[config.mk]
export PLATFORM = sky130hd
export DESIGN_NAME = rst_seq_ctrl
export DESIGN_NICKNAME = d
export VERILOG_FILES = /design/src/rtl/rst_seq_pkg.sv /design/src/rtl/rst_seq_ctrl_rst_sync.sv /design/src/rtl/rst_seq_ctrl.sv
export SDC_FILE = /design/constraint.sdc
export NUM_CORES = 1
export LEC_CHECK = 0
export ABC_CLOCK_PERIOD_IN_PS = 3200
export CORE_UTILIZATION = 25
export CTS_BUF_LIST = sky130_fd_sc_hd__clkbuf_8
export DETAILED_ROUTE_END_ITERATION = 6
export GPL_TIMING_DRIVEN = 0
export HOLD_SLACK_MARGIN = 0.15
export SLEW_MARGIN = 10
export SYNTH_ARGS = -nofsm -noshare
export SYNTH_HDL_FRONTEND = slang
export SYNTH_SLANG_ARGS = --single-unit
export TNS_END_PERCENT = 100
[constraint.sdc]
create_clock -name aclk -period 3.2 [get_ports aclk]
set_input_delay 0.64 -clock aclk [delete_from_list [all_inputs] [get_ports aclk]]
set_output_delay 0.64 -clock aclk [all_outputs]
set_load 0.02 [all_outputs]
[src/rtl/rst_seq_pkg.sv]
// rst_seq_pkg: shared state type, counter width and parameter defaults for the reset sequencer
package rst_seq_pkg;
  typedef enum logic [1:0] {
    ST_ASSERT,
    ST_REL_BUS,
    ST_REL_IC,
    ST_RUN
  } state_e;
  localparam int CNT_W               = 16;
  localparam int SYNC_STAGES_DEF     = 2;
  localparam int HOLD_CYCLES_DEF     = 16;
  localparam int STAGE_GAP_DEF       = 4;
endpackage

[src/rtl/rst_seq_ctrl_rst_sync.sv]
// rst_sync: STAGES-deep synchronizer whose async reset loads the asserted-trigger level
module rst_sync #(
  parameter int   STAGES  = 2,
  parameter logic RST_VAL = 1'b0
) (
  input  logic aclk,
  input  logic aresetn,
  input  logic d,
  output logic q
);
  logic [STAGES-1:0] r_ff;
  // shift the async input through the flop chain
  always_ff @(posedge aclk or negedge aresetn) begin
    if (!aresetn) r_ff <= {STAGES{RST_VAL}};
    else          r_ff <= {r_ff[STAGES-2:0], d};
  end
  assign q = r_ff[STAGES-1];
endmodule

[src/rtl/rst_seq_ctrl.sv]
// rst_seq_ctrl: staged reset release (bus, interconnect, peripheral); optional RST_SEQ_SW_REQ_EN adds sw_rst_req
module rst_seq_ctrl
  import rst_seq_pkg::*;
#(
  parameter int SYNC_STAGES = SYNC_STAGES_DEF,
  parameter int HOLD_CYCLES = HOLD_CYCLES_DEF,
  parameter int STAGE_GAP   = STAGE_GAP_DEF
) (
  input  logic       aclk,
  input  logic       aresetn,
  input  logic       locked,
  input  logic       ext_reset_in,
  input  logic       aux_reset_in,
`ifdef RST_SEQ_SW_REQ_EN
  input  logic       sw_rst_req,
`endif
  output logic       bus_struct_reset,
  output logic [0:0] interconnect_aresetn,
  output logic [0:0] peripheral_aresetn,
  output logic       seq_done
);
  localparam logic [CNT_W-1:0] HOLD_LAST = CNT_W'(HOLD_CYCLES - 1);
  localparam logic [CNT_W-1:0] GAP_LAST  = CNT_W'(STAGE_GAP - 1);

  logic             w_locked_s, w_ext_s, w_aux_s, w_trig;
  state_e           r_state, w_state_nxt;
  logic [CNT_W-1:0] r_cnt, w_cnt_nxt;
  logic             r_bus, r_ic, r_per, r_done;

  rst_sync #(.STAGES(SYNC_STAGES), .RST_VAL(1'b0)) u_sync_locked (
    .aclk(aclk), .aresetn(aresetn), .d(locked), .q(w_locked_s));
  rst_sync #(.STAGES(SYNC_STAGES), .RST_VAL(1'b1)) u_sync_ext (
    .aclk(aclk), .aresetn(aresetn), .d(ext_reset_in), .q(w_ext_s));
  rst_sync #(.STAGES(SYNC_STAGES), .RST_VAL(1'b0)) u_sync_aux (
    .aclk(aclk), .aresetn(aresetn), .d(aux_reset_in), .q(w_aux_s));

`ifdef RST_SEQ_SW_REQ_EN
  assign w_trig = !w_locked_s | w_ext_s | !w_aux_s | sw_rst_req;
`else
  assign w_trig = !w_locked_s | w_ext_s | !w_aux_s;
`endif

  // next state and counter; a trigger overrides every terminal condition
  always_comb begin
    w_state_nxt = r_state;
    w_cnt_nxt   = r_cnt;
    if (w_trig) begin
      w_state_nxt = ST_ASSERT;
      w_cnt_nxt   = '0;
    end else begin
      case (r_state)
        ST_ASSERT: begin
          w_state_nxt = (r_cnt == HOLD_LAST) ? ST_REL_BUS : ST_ASSERT;
          w_cnt_nxt   = (r_cnt == HOLD_LAST) ? '0 : r_cnt + 1'b1;
        end
        ST_REL_BUS: begin
          w_state_nxt = (r_cnt == GAP_LAST) ? ST_REL_IC : ST_REL_BUS;
          w_cnt_nxt   = (r_cnt == GAP_LAST) ? '0 : r_cnt + 1'b1;
        end
        ST_REL_IC: begin
          w_state_nxt = (r_cnt == GAP_LAST) ? ST_RUN : ST_REL_IC;
          w_cnt_nxt   = (r_cnt == GAP_LAST) ? '0 : r_cnt + 1'b1;
        end
        default: begin
          w_state_nxt = ST_RUN;
          w_cnt_nxt   = '0;
        end
      endcase
    end
  end

  // state, counter and outputs registered from the next state so reassertion is simultaneous
  always_ff @(posedge aclk or negedge aresetn) begin
    if (!aresetn) begin
      r_state <= ST_ASSERT;
      r_cnt   <= '0;
      r_bus   <= 1'b1;
      r_ic    <= 1'b0;
      r_per   <= 1'b0;
      r_done  <= 1'b0;
    end else begin
      r_state <= w_state_nxt;
      r_cnt   <= w_cnt_nxt;
      r_bus   <= (w_state_nxt == ST_ASSERT);
      r_ic    <= (w_state_nxt == ST_REL_IC) || (w_state_nxt == ST_RUN);
      r_per   <= (w_state_nxt == ST_RUN);
      r_done  <= (w_state_nxt == ST_RUN);
    end
  end

  assign bus_struct_reset     = r_bus;
  assign interconnect_aresetn = r_ic;
  assign peripheral_aresetn   = r_per;
  assign seq_done             = r_done;
endmodule

==> metrics.txt <==
critical path required time 3.36 ns; P_leak 0.5424 nW; Final Power 0.0005479 W; final hold vios 0; main area contributors after synthesis dfrtp_1 (48%), xnor2_1 (9.0%), dfstp_2 (6.2%); Slew @ Worst Pin 0.5837 ns; Post-Syn Nets 124; Post-synth EDFFs 0; number of global-route vias before repair 847; HPWL after DPL 1578 um; total CTS buffers 3; register area share after synthesis 53.76%; Post-Synthesis Cells 114; top sig layer met4; Cell Chain, Critical Path or4_1 > nor4_4 > o22a_4 > buf_6 > nor2_1; ratio of final minimum period to clock period 63.34%; Max FO, Critical Path 10; Total Wirelength 2084 um; die height 73.10 um; first-pass GRT wire length 3594 um; min cycle time layout 2.027 ns; WL met3 29 um; GRT Overall Usage 8.696%; Starting Density 26.41%; CP Class reg2reg; postcts setup bufs 0; RR Startpoint r_cnt[8]; Final ANT Viol Nets 0; DR pass1 iterations 4; Rows 25; hold_ws 0.3617 ns; Placed Instance Area 1428 um^2; CP startpoint kind register; fin. max-slew vios 0; maximum VDD drop 130.6 uV; share of layout cells above drive strength 1 13.49%; initial antenna violation count 0; most numerous cell in the Yosys netlist dfrtp_1; NumNets Final 137; Final TNS setup 0 ns; GR Overflow Total 0; Slew HR 61.09%; TritonCTS Sinks 27; synth warn 0; Syn Area/Cell 11.09 um^2; Critical Path End Type register; # IOs 9; hold_sp u_sync_aux.r_ff[0]; RSZ-0062 raised after global routing no; Mapped Area 1264 um^2; flops & latches, synth 27; largest net degree at the start of global routing 28; top cells by count, synth dfrtp_1 (24), nor2_1 (20), xnor2_1 (13); Layout Cells excl Fill 193; Top FF cell, synth dfrtp_1; Design Area, Final 1469 um^2; slowest CP cell or4_1; H-tree levels 1; Max-Cap Viols 0; # hold bufs at CTS 0; top cell type's share of synthesized area 47.52%; Die X 73.10 um; Area growth syn-to-layout 16.24%; CORE AREA 4786 um^2; Inst Count DP 189; Final setup violation count 0; Initial DRC Count 37; ant diodes 0; drt wl/cell 10.80 um; remaining routing DRC violations 0; CTS tree built; CTS Root Cell clkbuf_8; CP Buf/Inv Count 1; DR vias 839; die area 5343 um^2; Clock transition at path regs 0.08 ns; met1 WL 878 um; met2 wire length 1132 um; Worst-Skew Late Latency 0.26 ns; Via density 4.347; Buffers on Ports 8; Synth cell types 25; CTS-repair resized insts 0; max frequency 493.3 MHz; GPL Wtd Cong 0.7112; Critical Path Source r_cnt[8]; family with the most delay on the worst path simple AND/OR/NAND/NOR gates; status completed; Clock Skew 0.003208 ns; power density cells 373.0 nW/um^2; post-synth top area cell dfrtp_1; Worst EP arrival 2.18 ns; Async S/R FF share, synth 100.0%; CP max stage delay 0.65 ns; clk buf depth 2; HP Class reg2reg
-- cells by family after synthesis --
family	Yosys count	synth area share, %
AOI/OAI and AO/OA	7	4.357
DFF	27	53.76
adders and majority gates	5	4.950
muxes	1	0.7921
xor gates and xnor gates	14	9.703
buffers and inverters	10	3.862
and+or+nand+nor	50	22.57
-- layer usage --
metal | vias up | track usage (%)
li1 | 411 | -
met1 | 414 | 9.304
met2 | 10 | 16.26
met3 | 4 | 1.381
met4 | 0 | 4.575
met5 | - | 0
-- per-stage QoR --
| stage | setup WS, ns | utilization [%] |
|---|---|---|
| after floorplan | 1.354 | - |
| after global placement | 1.221 | 29.83 |
| after detailed placement | 1.150 | 29.83 |
| after CTS | 1.159 | 30.80 |
| after global routing | 1.108 | 30.69 |
| final | 1.173 | 30.69 |
-- cell usage in the layout, fill, tap and decap left out, types with 3 or more instances in the layout --
cell type,count
a21oi_1,4
clkbuf_8,3
clkdlybuf4s50_1,7
dfrtp_1,24
dfstp_2,3
ha_1,5
inv_1,8
nand2_1,6
nand3_1,5
nand4_1,3
nor2_1,20
nor3_1,4
nor4_1,4
xnor2_1,13
-- layout make-up --
cell class | instances | area (um^2)
plain buffers | 2 | 18.77
clock buffers | 3 | 41.29
clock inverters | 1 | 5.005
fillers | 488 | 3317
inverters | 8 | 30.03
multi-input cells | 77 | 535.5
flip-flops and latches | 27 | 679.4
well taps | 67 | 83.83
repair buffers | 8 | 75.07
-- where the power goes --
part           total (W)  switching, W  leakage [nW]  internal, W
clock           0.000182     0.0000952        0.0255    0.0000868
combinational  0.0000175     0.0000107         0.160   0.00000685
sequential      0.000348    0.00000195         0.357     0.000346
total           0.000548      0.000108         0.542     0.000440
-- state kept, by name, summed over array words and instances (netlist names) --
register,cells
u_sync_locked.r_ff,2
u_sync_aux.r_ff,2
r_cnt,16
bus_struct_reset,1
interconnect_aresetn,1
seq_done,1
u_sync_ext.r_ff,2
r_state,2
-- path summary, 6_finish.rpt --
path	to	slack, ns	depth (start not counted)
max	r_cnt[11]	1.17	5
min	u_sync_aux.r_ff[1]	0.36	0
max reg2reg	r_cnt[11]	1.17	5
min reg2reg	u_sync_aux.r_ff[1]	0.36	0
max in group asynchronous	r_cnt[1]	2.45	1
min in group asynchronous	u_sync_locked.r_ff[0]	0.37	1
Note: power is estimated with default switching activity, not from simulation.
